`src/rtl/ldtu_packer_param_if.sv`:
```
`default_nettype none
// ============================================================================
// Module   : ldtu_packer_param_if
// Purpose  : Bundles the sample input, control strobes and the output
//            ready/valid FIFO port of the LiTe-DTU style packer.
// Ports    : master - sample producer / word consumer (drives sample side,
//                     out_ready; observes data_out, out_valid, level, overflow)
//            slave  - the packer itself
// Revision : 1.0 - initial release
// ============================================================================
interface ldtu_packer_param_if #(
  parameter int NB_SIG = 13,
  parameter int WORD   = 32,
  parameter int LW     = 3
);
  logic              sample_valid;
  logic [NB_SIG-1:0] sample;
  logic              baseline_flag;
  logic              Orbit;
  logic              fallback;
  logic [WORD-1:0]   data_out;
  logic              out_valid;
  logic              out_ready;
  logic [LW-1:0]     fifo_level;
  logic              overflow;

  modport master (
    output sample_valid, sample, baseline_flag, Orbit, fallback, out_ready,
    input  data_out, out_valid, fifo_level, overflow
  );

  modport slave (
    input  sample_valid, sample, baseline_flag, Orbit, fallback, out_ready,
    output data_out, out_valid, fifo_level, overflow
  );
endinterface
`default_nettype wire

```
`src/rtl/ldtu_packer_param.sv`:
```
`default_nettype none
// ============================================================================
// Module   : ldtu_packer_param
// Purpose  : Packs 13-bit ADC samples into fixed-width words (baseline
//            groups, signal pairs, orbit headers, fallback raw pairs) and
//            queues them in a DEPTH-entry output FIFO with sticky overflow.
// Ports    : CLK   - clock
//            rst_b - asynchronous active-low reset
//            bus   - ldtu_packer_param_if.slave (samples in, words out)
// Revision : 1.0 - initial release
// ============================================================================
module ldtu_packer_param #(
  parameter int                NB_BAS  = 6,
  parameter int                MAX_BAS = 5,
  parameter int                NB_SIG  = 13,
  parameter int                DEPTH   = 4,
  parameter logic [NB_SIG-1:0] HDR     = 13'b1111000001111,
  parameter logic [NB_SIG-1:0] SYNC    = 13'b0101010101010
) (
  input  wire logic           CLK,
  input  wire logic           rst_b,
  ldtu_packer_param_if.slave  bus
);
  localparam int WORD = 2 + MAX_BAS * NB_BAS;
  localparam int CS   = WORD - 2 * NB_SIG;
  localparam int BW   = MAX_BAS * NB_BAS;
  localparam int CW   = $clog2(MAX_BAS + 1);
  localparam int LW   = $clog2(DEPTH + 1);

  localparam logic [2:0] ST_IDLE = 3'd0;
  localparam logic [2:0] ST_BAS  = 3'd1;
  localparam logic [2:0] ST_SIG1 = 3'd2;
  localparam logic [2:0] ST_FB0  = 3'd3;
  localparam logic [2:0] ST_FB1  = 3'd4;

  if (CS < 6) begin : g_bad_cfg
    $error("ldtu_packer_param: WORD-2*NB_SIG must be >= 6");
  end

  logic [2:0]        state_q, state_d;
  logic [CW-1:0]     cnt_q, cnt_d;
  logic [BW-1:0]     buf_q, buf_d;
  logic [NB_SIG-1:0] sig_q, sig_d;
  logic              orb_q, orb_d;
  logic              fb_q;
  logic [WORD-1:0]   mem_q [DEPTH];
  logic [WORD-1:0]   mem_d [DEPTH];
  logic [LW-1:0]     lvl_q, lvl_d;
  logic              ovf_q, ovf_d;

  // A fallback edge discards any partial group: the sample seen on that
  // cycle is processed from the fresh state of the new mode.
  logic [2:0]        w_cur;
  logic              w_orb;
  logic [NB_BAS-1:0] w_b;
  logic [BW-1:0]     w_ins;
  logic [WORD-1:0]   w_part, w_full, w_pair, w_one, w_hdr, w_fb;
  logic              w_emit0, w_emit1;
  logic [WORD-1:0]   w_word0, w_word1;

  assign w_cur = (bus.fallback != fb_q) ? (bus.fallback ? ST_FB0 : ST_IDLE) : state_q;
  assign w_orb = bus.Orbit | orb_q;
  assign w_b   = bus.sample[NB_BAS-1:0];

  // Baseline buffer with the current sample inserted at slot n (slot 0 when
  // a new group starts, in which case older contents are cleared).
  always_comb begin
    w_ins = (w_cur == ST_BAS) ? buf_q : '0;
    for (int k = 0; k < MAX_BAS; k++) begin
      if (((w_cur == ST_BAS) && (cnt_q == CW'(k))) || ((w_cur != ST_BAS) && (k == 0)))
        w_ins[k*NB_BAS +: NB_BAS] = w_b;
    end
  end

  // Partial group: n sits in the top NB_BAS bits of the data field; the
  // unused slots below it are already zero in the buffer.
  assign w_part = {2'b10, buf_q} | (WORD'(cnt_q) << (WORD - 2 - NB_BAS));
  assign w_full = {2'b01, w_ins};
  assign w_pair = {CS'(6'b001010), bus.sample, sig_q};
  assign w_one  = {CS'(6'b001011), SYNC, sig_q};
  assign w_hdr  = {CS'(6'b001011), HDR, bus.sample};
  assign w_fb   = {{(CS-2){1'b1}}, ~^bus.sample, ~^sig_q, bus.sample, sig_q};

  // State register and datapath registers
  always_ff @(posedge CLK or negedge rst_b) begin
    if (!rst_b) begin
      state_q <= ST_IDLE;
      cnt_q   <= '0;
      buf_q   <= '0;
      sig_q   <= '0;
      orb_q   <= 1'b0;
      fb_q    <= 1'b0;
      lvl_q   <= '0;
      ovf_q   <= 1'b0;
      for (int i = 0; i < DEPTH; i++) mem_q[i] <= '0;
    end else begin
      state_q <= state_d;
      cnt_q   <= cnt_d;
      buf_q   <= buf_d;
      sig_q   <= sig_d;
      orb_q   <= orb_d;
      fb_q    <= bus.fallback;
      lvl_q   <= lvl_d;
      ovf_q   <= ovf_d;
      for (int i = 0; i < DEPTH; i++) mem_q[i] <= mem_d[i];
    end
  end

  // Next-state logic
  always_comb begin
    state_d = w_cur;
    cnt_d   = cnt_q;
    buf_d   = buf_q;
    sig_d   = sig_q;
    orb_d   = bus.fallback ? 1'b0 : w_orb;
    if (bus.sample_valid) begin
      orb_d = 1'b0;
      if (bus.fallback) begin
        if (w_cur == ST_FB1) begin
          state_d = ST_FB0;
        end else begin
          sig_d   = bus.sample;
          state_d = ST_FB1;
        end
      end else if (w_orb) begin
        state_d = ST_IDLE;
        cnt_d   = '0;
      end else begin
        case (w_cur)
          ST_BAS: begin
            if (!bus.baseline_flag) begin
              sig_d   = bus.sample;
              cnt_d   = '0;
              state_d = ST_SIG1;
            end else if (cnt_q == CW'(MAX_BAS - 1)) begin
              cnt_d   = '0;
              state_d = ST_IDLE;
            end else begin
              buf_d = w_ins;
              cnt_d = cnt_q + CW'(1);
            end
          end
          ST_SIG1, ST_IDLE: begin
            if (!bus.baseline_flag) begin
              sig_d   = bus.sample;
              state_d = (w_cur == ST_SIG1) ? ST_IDLE : ST_SIG1;
            end else if (MAX_BAS == 1) begin
              state_d = ST_IDLE;
            end else begin
              buf_d   = w_ins;
              cnt_d   = CW'(1);
              state_d = ST_BAS;
            end
          end
          default: state_d = ST_IDLE;
        endcase
      end
    end
  end

  // Output logic: up to two words per cycle, word0 always written first
  always_comb begin
    w_emit0 = 1'b0;
    w_emit1 = 1'b0;
    w_word0 = '0;
    w_word1 = '0;
    if (bus.sample_valid) begin
      if (bus.fallback) begin
        if (w_cur == ST_FB1) begin
          w_emit0 = 1'b1;
          w_word0 = w_fb;
        end
      end else if (w_orb) begin
        w_emit0 = 1'b1;
        case (w_cur)
          ST_BAS:  begin w_word0 = w_part; w_emit1 = 1'b1; w_word1 = w_hdr; end
          ST_SIG1: begin w_word0 = w_one;  w_emit1 = 1'b1; w_word1 = w_hdr; end
          default: w_word0 = w_hdr;
        endcase
      end else begin
        case (w_cur)
          ST_IDLE: if (bus.baseline_flag && (MAX_BAS == 1)) begin
            w_emit0 = 1'b1;
            w_word0 = w_full;
          end
          ST_BAS: begin
            if (!bus.baseline_flag) begin
              w_emit0 = 1'b1;
              w_word0 = w_part;
            end else if (cnt_q == CW'(MAX_BAS - 1)) begin
              w_emit0 = 1'b1;
              w_word0 = w_full;
            end
          end
          ST_SIG1: begin
            w_emit0 = 1'b1;
            w_word0 = bus.baseline_flag ? w_one : w_pair;
            if (bus.baseline_flag && (MAX_BAS == 1)) begin
              w_emit1 = 1'b1;
              w_word1 = w_full;
            end
          end
          default: ;
        endcase
      end
    end
  end

  // Output FIFO: head is always mem_q[0]; a pop shifts the queue down, then
  // new words land right after the surviving entries.
  always_comb begin
    int n_req, base, space, n_acc;
    logic pop;
    pop   = (lvl_q != '0) && bus.out_ready;
    n_req = int'(w_emit0) + int'(w_emit1);
    base  = int'(lvl_q) - (pop ? 1 : 0);
    space = DEPTH - base;
    n_acc = (n_req < space) ? n_req : space;
    ovf_d = ovf_q | (n_req > space);
    for (int i = 0; i < DEPTH; i++) mem_d[i] = mem_q[i];
    if (pop) begin
      for (int i = 0; i < DEPTH - 1; i++) mem_d[i] = mem_q[i+1];
      mem_d[DEPTH-1] = '0;
    end
    if (n_acc >= 1) mem_d[base]   = w_word0;
    if (n_acc >= 2) mem_d[base+1] = w_word1;
    lvl_d = LW'(base + n_acc);
  end

  assign bus.data_out   = mem_q[0];
  assign bus.out_valid  = (lvl_q != '0);
  assign bus.fifo_level = lvl_q;
  assign bus.overflow   = ovf_q;
endmodule
`default_nettype wire

```
`src/flat_wrapper.sv`:
```
// flat-port wrapper written by rule: the top's interface ports become plain ports
module ldtu_packer_param_flat 
#(
  parameter int                NB_BAS  = 6,
  parameter int                MAX_BAS = 5,
  parameter int                NB_SIG  = 13,
  parameter int                DEPTH   = 4,
  parameter logic [NB_SIG-1:0] HDR     = 13'b1111000001111,
  parameter logic [NB_SIG-1:0] SYNC    = 13'b0101010101010
)
  (CLK, rst_b, bus_sample_valid, bus_sample, bus_baseline_flag, bus_Orbit, bus_fallback, bus_out_ready, bus_data_out, bus_out_valid, bus_fifo_level, bus_overflow);
  ldtu_packer_param_if #(.NB_SIG(NB_SIG), .WORD(32), .LW(3)) bus_i ();
  input  wire logic CLK;
  input  wire logic rst_b;
  input wire logic [$bits(bus_i.sample_valid)-1:0] bus_sample_valid;
  input wire logic [$bits(bus_i.sample)-1:0] bus_sample;
  input wire logic [$bits(bus_i.baseline_flag)-1:0] bus_baseline_flag;
  input wire logic [$bits(bus_i.Orbit)-1:0] bus_Orbit;
  input wire logic [$bits(bus_i.fallback)-1:0] bus_fallback;
  input wire logic [$bits(bus_i.out_ready)-1:0] bus_out_ready;
  output wire logic [$bits(bus_i.data_out)-1:0] bus_data_out;
  output wire logic [$bits(bus_i.out_valid)-1:0] bus_out_valid;
  output wire logic [$bits(bus_i.fifo_level)-1:0] bus_fifo_level;
  output wire logic [$bits(bus_i.overflow)-1:0] bus_overflow;
  assign bus_i.sample_valid = bus_sample_valid;
  assign bus_i.sample = bus_sample;
  assign bus_i.baseline_flag = bus_baseline_flag;
  assign bus_i.Orbit = bus_Orbit;
  assign bus_i.fallback = bus_fallback;
  assign bus_i.out_ready = bus_out_ready;
  assign bus_data_out = bus_i.data_out;
  assign bus_out_valid = bus_i.out_valid;
  assign bus_fifo_level = bus_i.fifo_level;
  assign bus_overflow = bus_i.overflow;
  ldtu_packer_param #(.NB_BAS(NB_BAS), .MAX_BAS(MAX_BAS), .NB_SIG(NB_SIG), .DEPTH(DEPTH), .HDR(HDR), .SYNC(SYNC)) u_core (.CLK(CLK), .rst_b(rst_b), .bus(bus_i));
endmodule
```
`config.mk`:
```
export PLATFORM = sky130hd
export DESIGN_NAME = ldtu_packer_param_flat
export DESIGN_NICKNAME = d
export VERILOG_FILES = /design/src/rtl/ldtu_packer_param_if.sv /design/src/rtl/ldtu_packer_param.sv /design/src/flat_wrapper.sv
export SDC_FILE = /design/constraint.sdc
export NUM_CORES = 1
export LEC_CHECK = 0
export BUFFER_PORTS_ARGS = -buffer_cell sky130_fd_sc_hd__buf_4
export CAP_MARGIN = 20
export CORE_ASPECT_RATIO = 0.5
export CORE_MARGIN = 8
export CORE_UTILIZATION = 45
export CTS_BUF_LIST = sky130_fd_sc_hd__clkbuf_8 sky130_fd_sc_hd__clkbuf_16
export CTS_CLUSTER_SIZE = 40
export DETAILED_ROUTE_END_ITERATION = 12
export PLACE_DENSITY_LB_ADDON = 0.1
export SLEW_MARGIN = 10
export SYNTH_ARGS = -nofsm -noshare
export SYNTH_HDL_FRONTEND = slang
export SYNTH_SLANG_ARGS = --single-unit
export TNS_END_PERCENT = 1
```
`constraint.sdc`:
```
create_clock -name CLK -period 5.2 [get_ports CLK]
set_input_delay 0.52 -clock CLK [delete_from_list [all_inputs] [get_ports CLK]]
set_output_delay 0.52 -clock CLK [all_outputs]
set_load 0.005 [all_outputs]
```
**After elaboration in Yosys (flattened, before gate mapping)**

Index checks and enable logic that the tools add are counted.

- Add/sub/neg operators: 6
- Order comparisons: 8
- Equal/unequal tests: 16
- Multiplexer cells: 68
- Bitwise gates (word level): 7
- Reduce and logical (&&, ||, !) cells: 23

Operators by type and width:

| cell | number |
|---|---|
| 128-bit 2-to-1 mux | 3 |
| 32-bit 2-to-1 mux | 11 |
| 128-bit bitwise mux | 2 |
| 30-bit 2-to-1 mux | 5 |
| 32-bit demux with 2-bit select | 2 |
| 32-bit one-hot mux with 2 select lines | 2 |
| 32-bit by 3-bit greater-or-equal comparator with 1-bit output (second input constant) | 3 |
| 13-bit 2-to-1 mux | 5 |
| 32-bit by 1-bit < comparator with 1-bit output (second input constant) | 2 |
| 32-bit NOT | 2 |
| 30-bit one-hot mux with 2 select lines | 1 |
| 3-bit 2-to-1 mux | 12 |
| 32-bit by 2-bit adder with 32-bit output (second input constant) | 1 |
| 32-bit by 2-bit greater-or-equal comparator with 1-bit output (second input constant) | 1 |
| 32-bit > comparator | 1 |
| 32-bit < comparator | 1 |
| 32-bit by 27-bit bitwise OR with 32-bit output | 1 |
| 4-bit by 32-bit subtractor with 32-bit output (first input constant) | 1 |
| 31-bit 2-to-1 mux | 1 |
| 6-bit 2-to-1 mux | 5 |
| 27-bit 2-to-1 mux | 1 |
| 13-bit XNOR reduction | 2 |
| 1-bit 2-to-1 mux | 13 |
| 3-bit one-hot mux with 2 select lines | 2 |
| 26 further kinds | 48 |

- Register bits: 183
- Input port bits: 20
- Output and inout port bits: 37
- Word-level logic and storage cells: 140

**Logic depth before layout (Yosys ltp)**

Gate-level depths: netlist of the first run.

- Depth after elaboration: 16
- Gate-level depth with buffers: 26
- Depth with buffers taken out: 19

**Least setup slack after synthesis of the first run**

OpenSTA, ideal clock, no wires.

- Path type: reg2reg
- Start point: register u_core.lvl_q[2] (netlist: u_core.bus.fifo_level[2])
- End point: register u_core.mem_q[76] in the netlist's numbering
- Library setup time: 128 ps
- Arrival time: 5707 ps
- Required time: 5072 ps
- Slack: -635 ps
- Cell stages (with the launch flop): 27
- Buffers on the path: 7
- Period minus slack after synthesis: 5835 ps
- Path through: dfrtp_1 buf_2 or3_1 nand2_1 inv_2 clkbuf_1 clkbuf_1 ha_1 ha_1 ha_1 clkbuf_1 nor2_1 ha_1 nor4b_1 nand2_1 nor4bb_1 o21ai_0 ha_1 buf_2 nor4b_1 o2111a_1 o31a_1 and2_1 clkbuf_1 clkbuf_1 a31oi_1 o2bb2ai_1

RTL lines:

| what | line | RTL |
|---|---|---|
| start: declaration | ldtu_packer_param.sv:48 | `logic [LW-1:0] lvl_q, lvl_d;` |
| start signal: assignment | ldtu_packer_param.sv:103 | `lvl_q <= lvl_d;` |
| end: declaration | ldtu_packer_param.sv:46 | `logic [WORD-1:0] mem_q [DEPTH];` |

==> results.tsv, run 1 <==
metric	value	unit
outcome	completed	
fin_cells	1747	
h-tree-depth	4	
antenna_cells	0	
root_buffer	clkbuf_16	
fin_tns_setup	0	ns
firstDrtPassIters	6	
ios	57	
async_flop_share	100	%
clk_latency	0.46	ns
yosys-mux-area-fraction	3.60	%
die_x	244	µm
drt_wl_total	38200	µm
drc	0	
cp_max_fo	11	
critPathLaunchType	register	
ys_types	87	
drt_iter0_drc	1364	
r2r-start	u_core.bus.fifo_level[0]	
antenna_found_initial	1	
synth_fa_ha_area_share	3.60	%
synth_top_family_by_area	compound AO/OA/AOI/OAI gates	
timing.hold.ws	0.0189	ns
core_area	25400	µm²
rows	41	
antenna_left	0	
fin_worst_skew	0.0107	ns
die-area	31800	µm²
synth_compound_area_share	23.3	%
rsz0062_at_grt	false	
r2r_cells	21	
period_needed	4.98	ns
tightestPinTransition	1.08	ns
synth_ff_type	dfrtp_1	
synth-seq-cells	183	
place.gp.congestion	0.922	
start_util	46.2	%
hpwl	26000	µm
numPortBuffers	56	
drive_gt1_share	14.0	%
r2r_setup_slack	0.22	ns
setup_viol	0	
synth-xor-area-share	3.07	%
cap_violations	0	
cts_tree	yes	
syn_area	11700	µm²
final_nets	1440	
r2r-end	u_core.mem_q[7]	
wl_per_cell	21.9	µm
hp-class	input pin to async pin	
syn_inst	1405	
seq_area_frac_synth	39.0	%
relSlewSlack	27.8	%
synth_area_per_cell	8.35	µm²
grt_pass1_vias	10341	
slew_viol_final	0	
clockBufferDepth	2	
timing.final.crit_share	95.7	%
grt_pass1_wl	60700	µm
gr-total-overflow	0	
required	5.52	ns
p_leak	0.00568	µW
finalHoldViolCount	0	
cp.arrival	5.30	ns
power.density	458	nW/µm²
track_usage	24.3	%
dp.cells	1709	
path_clk_slew	0.07	ns
vias_per_cell	6.10	
die_h	130	µm
endpoint_kind	register	
cts-buffers-inserted	17	
yosys.area_share.simple	20.5	%
ir_drop	0.000241	V
fmax	0.201	GHz
clock_sink_count	183	
vias	10661	
setup.worst_path.class	register to register	
area_growth	11.4	%
grt_max_degree	129	
ys.warnings.count	0	
synth_edf_count	0	
==> timing repair <==
item | in CTS | in global routing
setup endpoints to repair | 1 | 93
gates resized for setup | 0 | 13
hold buffers | 0 | 0
endpoints found under the hold margin | 0 | 0
buffers inserted | 0 | 4
pin swaps | 1 | 3
==> state kept, by name, indices dropped and copies added (netlist names) <==
register	flops
u_core.cnt_q	3
u_core.fb_q	1
u_core.buf_q	30
u_core.sig_q	13
u_core.orb_q	1
u_core.bus.data_out	32
u_core.bus.fifo_level	3
u_core.mem_q	96
u_core.bus.overflow	1
u_core.state_q	3
==> power breakdown <==
group          total [µW]  leakage (µW)  switching, µW  internal, µW
logic                2620       0.00296           1470          1150
registers            2040       0.00244            229          1810
clock network        1330      0.000280            650           682
total                5990       0.00568           2350          3640
==> worst max-delay path, stage by stage (launching register included) <==
cell and delay [ns]:
dfrtp_1 0.40, or3_4 0.41, nand2_4 0.07, inv_2 0.04, ha_2 0.18, ha_4 0.31, ha_2 0.25, nor2_1 0.07
ha_1 0.27, and4_1 0.25, nor2b_1 0.16, nor4bb_2 0.35, o21ai_1 0.17, ha_4 0.28, nor3b_4 0.18, buf_4 0.14
nor4b_1 0.28, buf_4 0.18, o31a_1 0.32, buf_4 0.26, o21ai_0 0.11, a2bb2oi_1 0.16
==> metal layers <==
metal / global-route usage, % / wire length [µm] / share of wire [%]
met2: 34.0 / 15700 / 41
met5: 0 / 16 / 0.042
met4: 6.10 / 611 / 1.6
met1: 36.6 / 18500 / 49
met3: 6.14 / 3290 / 8.6
==> area by class of cell <==
class	instances	area (µm²)
timing repair buffer	107	890
inverter	22	82.6
tap	344	430
clock inverter	15	158
multi-input combinational	1059	6510
fill	2449	12300
clock buffer	17	425
sequential	183	4580
==> synthesized netlist by cell type, types with 4 or more instances <==
cell type,count,area (µm²)
nand2_1,283,1060
dfrtp_1,183,4580
o21ai_0,145,726
nand3_1,91,455
clkbuf_1,86,323
a21oi_1,75,375
nor2_1,44,165
a31oi_1,39,244
buf_4,34,255
ha_1,29,363
a211oi_1,25,188
buf_2,24,120
mux2i_1,22,220
inv_1,20,75.1
o2bb2ai_1,19,166
nand2b_1,18,113
o211ai_1,17,128
mux2_2,16,180
nor3_1,15,75.1
and2_1,12,75.1
xnor2_1,12,105
a22o_1,11,96.3
and3_1,11,68.8
o31ai_1,10,75.1
a2bb2oi_1,8,70.1
nor2b_1,8,50.1
o21ai_1,8,40.0
xnor3_1,8,180
o311ai_0,7,61.3
a222oi_1,6,60.1
buf_1,6,22.5
o21a_1,6,45.0
o22ai_1,6,37.5
a21o_1,5,37.5
nand4_1,5,31.3
nor4b_1,5,43.8
maj3_1,4,40.0
o221ai_1,4,35.0
o31a_1,4,35.0
==> how the worst max path moves through the flow <==
stage | start | end | slack (ns) | cells after the start
detailed placement | u_core.bus.fifo_level[0] | u_core.mem_q[3] | 0.04 | 19
global route | u_core.bus.fifo_level[0] | u_core.mem_q[23] | 0.007 | 20
floorplan | u_core.bus.fifo_level[2] | u_core.mem_q[10] | 0.02 | 23
global placement | u_core.bus.fifo_level[0] | u_core.mem_q[4] | 0.19 | 19
finish | u_core.bus.fifo_level[0] | u_core.mem_q[7] | 0.22 | 21
CTS | u_core.bus.fifo_level[0] | u_core.mem_q[3] | 0.04 | 19
==> stage by stage <==
stage | total power [µW] | setup slack (ns) | utilization (%) | instance area [µm²]
detailed placement | 4590 | 0.0426 | 48.8 | 12400
global placement | 4540 | 0.185 | 48.8 | 12400
floorplan | 3920 | 0.0226 | - | 11900
finish | 5990 | 0.221 | 51.5 | 13100
CTS | 5930 | 0.0356 | 51.1 | 13000
global route | 6440 | 0.00659 | 51.5 | 13100
==> layout by cell type, fill, tap and decap left out, types with 9 or more instances in the layout <==
master and instances:
a211oi_1 23, a21oi_1 75, a22o_1 11, a31oi_1 39
and2_1 9, and3_1 11, buf_4 96, clkbuf_16 17
conb_1 11, dfrtp_1 183, ha_1 25, inv_1 20
mux2_2 16, mux2i_1 21, nand2_1 281, nand2b_1 18
nand3_1 91, nor2_1 43, nor3_1 15, o211ai_1 17
o21ai_0 143, o21ai_1 10, o2bb2ai_1 19, o31ai_1 10
xnor2_1 12
==> kinds of logic (layout without fill, tap and decap cells) <==
group	after synthesis	after routing
multiplexers	40	40
XOR/XNOR	26	26
AND/OR/NAND/NOR	522	522
flip-flops	183	183
buffers and inverters	172	161
AO/OA/AOI/OAI	426	426
other	2	11
adder cells (fa/ha/maj)	34	34
Power figures use the tool's default switching activity.
==> run 2, diff against run 1 <==
--- a/config.mk
+++ b/config.mk
@@ -7,5 +7,5 @@
 export LEC_CHECK = 0
 export BUFFER_PORTS_ARGS = -buffer_cell sky130_fd_sc_hd__buf_4
-export CAP_MARGIN = 20
+export CAP_MARGIN = 10
 export CORE_ASPECT_RATIO = 0.5
 export CORE_MARGIN = 8
==> constraint.sdc (replaced) <==
create_clock -name CLK -period 5.2 [get_ports CLK]
set_input_delay 0.78 -clock CLK [delete_from_list [all_inputs] [get_ports CLK]]
set_output_delay 0.78 -clock CLK [all_outputs]
set_load 0.005 [all_outputs]
==> results.tsv, run 2 (synthesis results as in run 1) <==
metric	value	unit	change
critPathLaunchType	register		
fin_worst_skew	0.0129	ns	+0.00215 ns
firstDrtPassIters	6		unchanged
drt_wl_total	38800	µm	+1.4%
core_area	25400	µm²	unchanged
ir_drop	0.000261	V	+7.9%
cts-buffers-inserted	17		unchanged
start_util	46.2	%	unchanged
track_usage	24.6	%	+0.33 points
grt_max_degree	136		+5.4%
final_nets	1439		-0.069%
fin_tns_setup	0	ns	unchanged
largest_reg_flops	96		unchanged
p_sw_share	38.8	%	-0.45 points
numPortBuffers	56		unchanged
clockBufferDepth	2		unchanged
tightestPinTransition	1.20	ns	+0.113 ns
vias	10782		+1.1%
fmax	0.202	GHz	+0.43%
power.density	462	nW/µm²	+0.77%
hp-class	input pin to async pin		
cp_max_fo	11		unchanged
setup.worst_path.class	register to register		
final_cell_mix	nand2_1 (280), dfrtp_1 (183), o21ai_0 (143)		
place.gp.congestion	0.955		+3.6%
endpoint_kind	register		
gr-total-overflow	0		unchanged
rows	41		unchanged
cp.arrival	5.29	ns	about the same
die_x	244	µm	unchanged
pwr-share-comb	43.4	%	-0.3 points
clk_latency	0.46	ns	about the same
h-tree-depth	4		unchanged
ios	57		unchanged
r2r_setup_slack	0.24	ns	+0.02 ns
period_needed	4.96	ns	-0.0215 ns
wl_per_cell	22.2	µm	+1.5%
cts_tree	yes		
path_common_cell	buf_4		
regMostFlops	u_core.mem_q		
drt_iter0_drc	1371		+0.51%
drc	0		unchanged
timing.final.crit_share	95.3	%	-0.41 points
area_growth	11.2	%	
antenna_found_initial	0		-1
rsz0062_at_grt	true		
power.share.sequential	34.1	%	about the same
path_clk_slew	0.08	ns	about the same
crit_end	u_core.mem_q[9]		
cp_slowest_cell	or3_4		
slew_viol_final	0		unchanged
final_common_cell	nand2_1		
r2r-end	u_core.mem_q[9]		
timing.hold.ws	0.267	ns	+0.248 ns
drive_gt1_share	13.7	%	-0.28 points
cap_violations	0		unchanged
r2r-start	u_core.bus.fifo_level[0]		
root_buffer	clkbuf_16		
antenna_cells	0		unchanged
postCtsHoldBufs	0		unchanged
crit_start	u_core.bus.fifo_level[0]		
outcome	completed		
die-area	31800	µm²	unchanged
relSlewSlack	19.6	%	-8.2 points
finalHoldViolCount	0		unchanged
p_sw	2340	µW	-0.60%
antenna_left	0		unchanged
hpwl	26400	µm	+1.6%
power	6030	µW	+0.57%
p_leak	0.00569	µW	about the same
vias_per_cell	6.18		+1.2%
path_cells	or3_4 > nand2_4 > inv_2 > ha_2 > ha_4 > and2_2 > nor2_1 > ha_1 > and4_1 > nor2b_1 > nor4bb_2 > o21ai_1 > ha_2 > nor3b_4 > buf_4 > nor4b_2 > buf_4 > o31a_1 > buf_4 > o21ai_0 > a2bb2oi_1		
clock_sink_count	183		unchanged
final_core_util	51.4	%	-0.10 points
setup_viol	0		unchanged
die_h	130	µm	unchanged
slowest_delay	0.42	ns	about the same
grt_pass1_wl	61300	µm	+1.0%
intPower	3690	µW	+1.3%
grt_pass1_vias	10479		+1.3%
clockPowerShare	22.5	%	+0.3 points
r2r_cells	21		unchanged
required	5.53	ns	about the same
[run 2: cell types whose count changed in the layout (fill, tap and decap cells not counted), moves of 2 or more]
cell	previous run	this run
and2_1	9	11
and2_2	3	1
buf_4	96	100
buf_6	2	0
clkbuf_8	1	3
inv_8	5	0
[run 2: worst min-delay path by stage]
| stage | startpoint | endpoint | slack [ns] | depth (start not counted) |
|---|---|---|---|---|
| detailed placement | u_core.bus.overflow | u_core.bus.overflow | 0.46 | 1 |
| floorplan | u_core.buf_q[4] | u_core.buf_q[4] | 0.44 | 2 |
| global route | rst_b | u_core.buf_q[7] | 0.29 | 1 |
| finish | rst_b | u_core.buf_q[7] | 0.27 | 1 |
| global placement | u_core.bus.overflow | u_core.bus.overflow | 0.44 | 1 |
| CTS | rst_b | u_core.buf_q[10] | 0.28 | 1 |
[run 2: power by group through the flow]
stage	combinational [µW]	sequential (µW)	clock, µW
3_3_place_gp	2520	2070	0
6_report	2610	2050	1360
4_1_cts	2580	2050	1380
5_1_grt	2910	2100	1430
2_1_floorplan	1930	1990	0
3_5_place_dp	2570	2080	0
[run 2: final cells by class]
type	count	area (µm²)
inverter	22	82.6
clock inverter	13	141
tap	344	430
multi-input combinational	1059	6500
timing repair buffer	106	865
fill	2395	12300
sequential	183	4580
clock buffer	19	453
[run 2: through the flow]
step                cells  setup slack (ns)  cell area, µm²
finish               1746             0.243           13100
global route         1746          -0.00347           13100
CTS                  1745             0.115           13000
detailed placement   1713            0.0546           12400
global placement     1713             0.230           12400
floorplan            1414            0.0226           11900
[run 2: timing repair]
action / in CTS / in global routing
setup endpoints to repair: 0 / 116
buffers inserted: 0 / 1
gates resized for setup: 0 / 8
[run 2: layer usage]
layer / GRT usage, % / part of all wire (%) / vias to the layer above
met5: 0 / 0 / -
met4: 7.25 / 1.9 / 0
met3: 6.45 / 8.7 / 60
met2: 36.3 / 42 / 473
met1: 35.1 / 47 / 5278
li1: - / - / 4971
[run 2: worst max-delay path, delay by kind of cell, from the launching register on]
kind            cells  cell delay (ns)
compound gates      4             0.71
fa+ha+maj           4             1.13
buf+inv             4             0.62
flops               1             0.41
simple gates        9             1.95
==> run 3, diff against run 2 <==
- CTS_CLUSTER_SIZE: 40 -> 12
- clock period: 5.2 -> 4 ns (I/O delays scaled with it)
==> results.tsv, run 3 (synthesis results as in run 1) <==
metric	value	unit	change
power.density	595	nW/µm²	+29%
period_needed	4.50	ns	-0.459 ns
cp_max_fo	13		+2
h-tree-depth	4		unchanged
path_clk_slew	0.07	ns	about the same
grt_pass1_vias	10679		+1.9%
grt_max_degree	108		-21%
numPortBuffers	56		unchanged
firstDrtPassIters	6		unchanged
clk_latency	0.45	ns	about the same
fin_worst_skew	0.0154	ns	+0.00250 ns
ios	57		unchanged
met3RoutedLength	3290	µm	-2.4%
die_h	130	µm	unchanged
cts-buffers-inserted	17		unchanged
cp.arrival	4.83	ns	-0.46 ns
required	4.33	ns	-1.20 ns
antenna_left	0		unchanged
placed_area	13100	µm²	+5.5%
postCtsHoldBufs	0		unchanged
drt_wl_total	39800	µm	+2.6%
final_core_util	55.4	%	+4.0 points
largest_reg_flops	96		unchanged
drive_gt1_share	20.8	%	+7.1 points
vias	11254		+4.4%
final_nets	1517		+5.4%
setup.worst_path.class	register to register		
track_usage	25.0	%	+0.38 points
fin_ws	-0.498	ns	-0.741 ns
vias_per_cell	6.17		about the same
endpoint_kind	register		
r2r-start	u_core.bus.fifo_level[1]		
clockBufferDepth	2		unchanged
dr.max_layer_used	met4		
p_sw	3250	µW	+39%
gr-total-overflow	0		unchanged
antenna_cells	0		unchanged
drt_iter0_drc	1291		-5.8%
grt_pass1_wl	62700	µm	+2.3%
timing.final.crit_share	112	%	+17 points
r2r_cells	23		+9.5%
place_ws	-0.737	ns	-0.792 ns
antenna_found_initial	0		unchanged
regMostFlops	u_core.mem_q		
ir_drop	0.000319	V	+23%
place.gp.congestion	0.898		-6.0%
die_x	244	µm	unchanged
p_leak	0.00621	µW	+9.2%
crit_start	u_core.bus.fifo_level[1]		
relSlewSlack	19.9	%	+0.34 points
wl_per_cell	21.8	µm	-1.8%
area_growth	19.8	%	
violations	setup timing		
r2r_setup_slack	-0.50	ns	-0.74 ns
hpwl	26900	µm	+1.7%
cap_violations	0		unchanged
clock_sink_count	183		unchanged
wl_met1	18600	µm	+1.1%
rows	41		unchanged
final_common_cell	nand2_1		
final_area	14100	µm²	+7.8%
fmax	0.222	GHz	+10%
root_buffer	clkbuf_16		
slew_viol_final	0		unchanged
critPathLaunchType	register		
finalHoldViolCount	0		unchanged
drc	0		unchanged
pwr-share-comb	48.4	%	+5.0 points
die-area	31800	µm²	unchanged
wl_met2	17300	µm	+6.2%
core_area	25400	µm²	unchanged
rsz0062_at_grt	true		
tightestPinTransition	1.20	ns	+0.00517 ns
cts_tree	yes		
hp-class	input pin to async pin		
timing.hold.ws	0.221	ns	-0.0462 ns
r2r-end	u_core.mem_q[65]		
clockPowerShare	20.0	%	-2.5 points
p_sw_share	38.8	%	about the same
intPower	5120	µW	+39%
final_cell_mix	nand2_1 (278), dfrtp_1 (183), buf_4 (151)		
setup_viol	130		+130
power.share.sequential	31.6	%	-2.5 points
outcome	complete, but fails checks		
start_util	46.2	%	unchanged
power	8370	µW	+39%
## run 3: cell count changes in the layout (fill, tap and decap cells not counted), sizes merged
cell	delta
buf	+77
bufinv	-2
and2	+1
clkbuf	+2
## run 3: timing repair
| action | in CTS | in global routing |
|---|---|---|
| setup endpoints to repair | 131 | 131 |
| setup buffers | 8 | 0 |
| resized for setup | 105 | 6 |
| endpoints found under the hold margin | 0 | 0 |
| pin swaps | 35 | 5 |
| cloned | 2 | 0 |
## run 3: cell type report
| cell class | instances | area (µm²) |
|---|---|---|
| fill | 2326 | 11300 |
| multi-input combinational | 1060 | 6750 |
| sequential | 183 | 4580 |
| timing repair buffer | 183 | 1650 |
| clock buffer | 21 | 480 |
| tap | 344 | 430 |
| clock inverter | 11 | 87.6 |
| inverter | 22 | 87.6 |
## run 3: metal layers
| layer | track usage, % | up-vias |
|---|---|---|
| met5 | 0 | - |
| met4 | 6.24 | 0 |
| met3 | 5.71 | 59 |
| met2 | 37.2 | 499 |
| met1 | 36.3 | 5577 |
| li1 | - | 5119 |
## run 3: how the worst max path moves through the flow
stage                     cells past startpoint               end
final                                        23  u_core.mem_q[65]
after global routing                         22  u_core.mem_q[43]
after CTS                                    22  u_core.mem_q[43]
after detailed placement                     21  u_core.mem_q[56]
after global placement                       21  u_core.mem_q[61]
after floorplan                              21  u_core.mem_q[10]
## run 3: critical path, cell delays in order (launching register included)
cell and delay (ns):
dfrtp_1 0.38, or3_4 0.41, nand2_4 0.09, inv_4 0.04
ha_4 0.15, ha_4 0.28, and2_4 0.15, nor2_1 0.06
ha_2 0.21, nor4b_4 0.33, nand2_4 0.09, nor4bb_4 0.30
o21ai_1 0.10, ha_1 0.33, buf_6 0.14, nor3b_4 0.20
nor4_4 0.06, buf_6 0.17, o31ai_4 0.26, buf_6 0.19
buf_12 0.15, nand3_1 0.07, o211ai_1 0.09, o21ai_1 0.10
## run 3: metrics by stage
stage                     instances  TNS, ns
after floorplan                1414   -63.60
after global placement         1783   -63.66
after detailed placement       1783   -80.15
after CTS                      1824   -56.20
after global routing           1824   -83.74
final                          1824   -53.44
## run 3: power by group through the flow
stage | clock (µW) | sequential (µW) | combinational, µW
final | 1670 | 2640 | 4050
after global routing | 1770 | 2700 | 4450
after floorplan | 0 | 2590 | 2630
after detailed placement | 0 | 2680 | 3720
after global placement | 0 | 2660 | 3640
after CTS | 1690 | 2640 | 4030
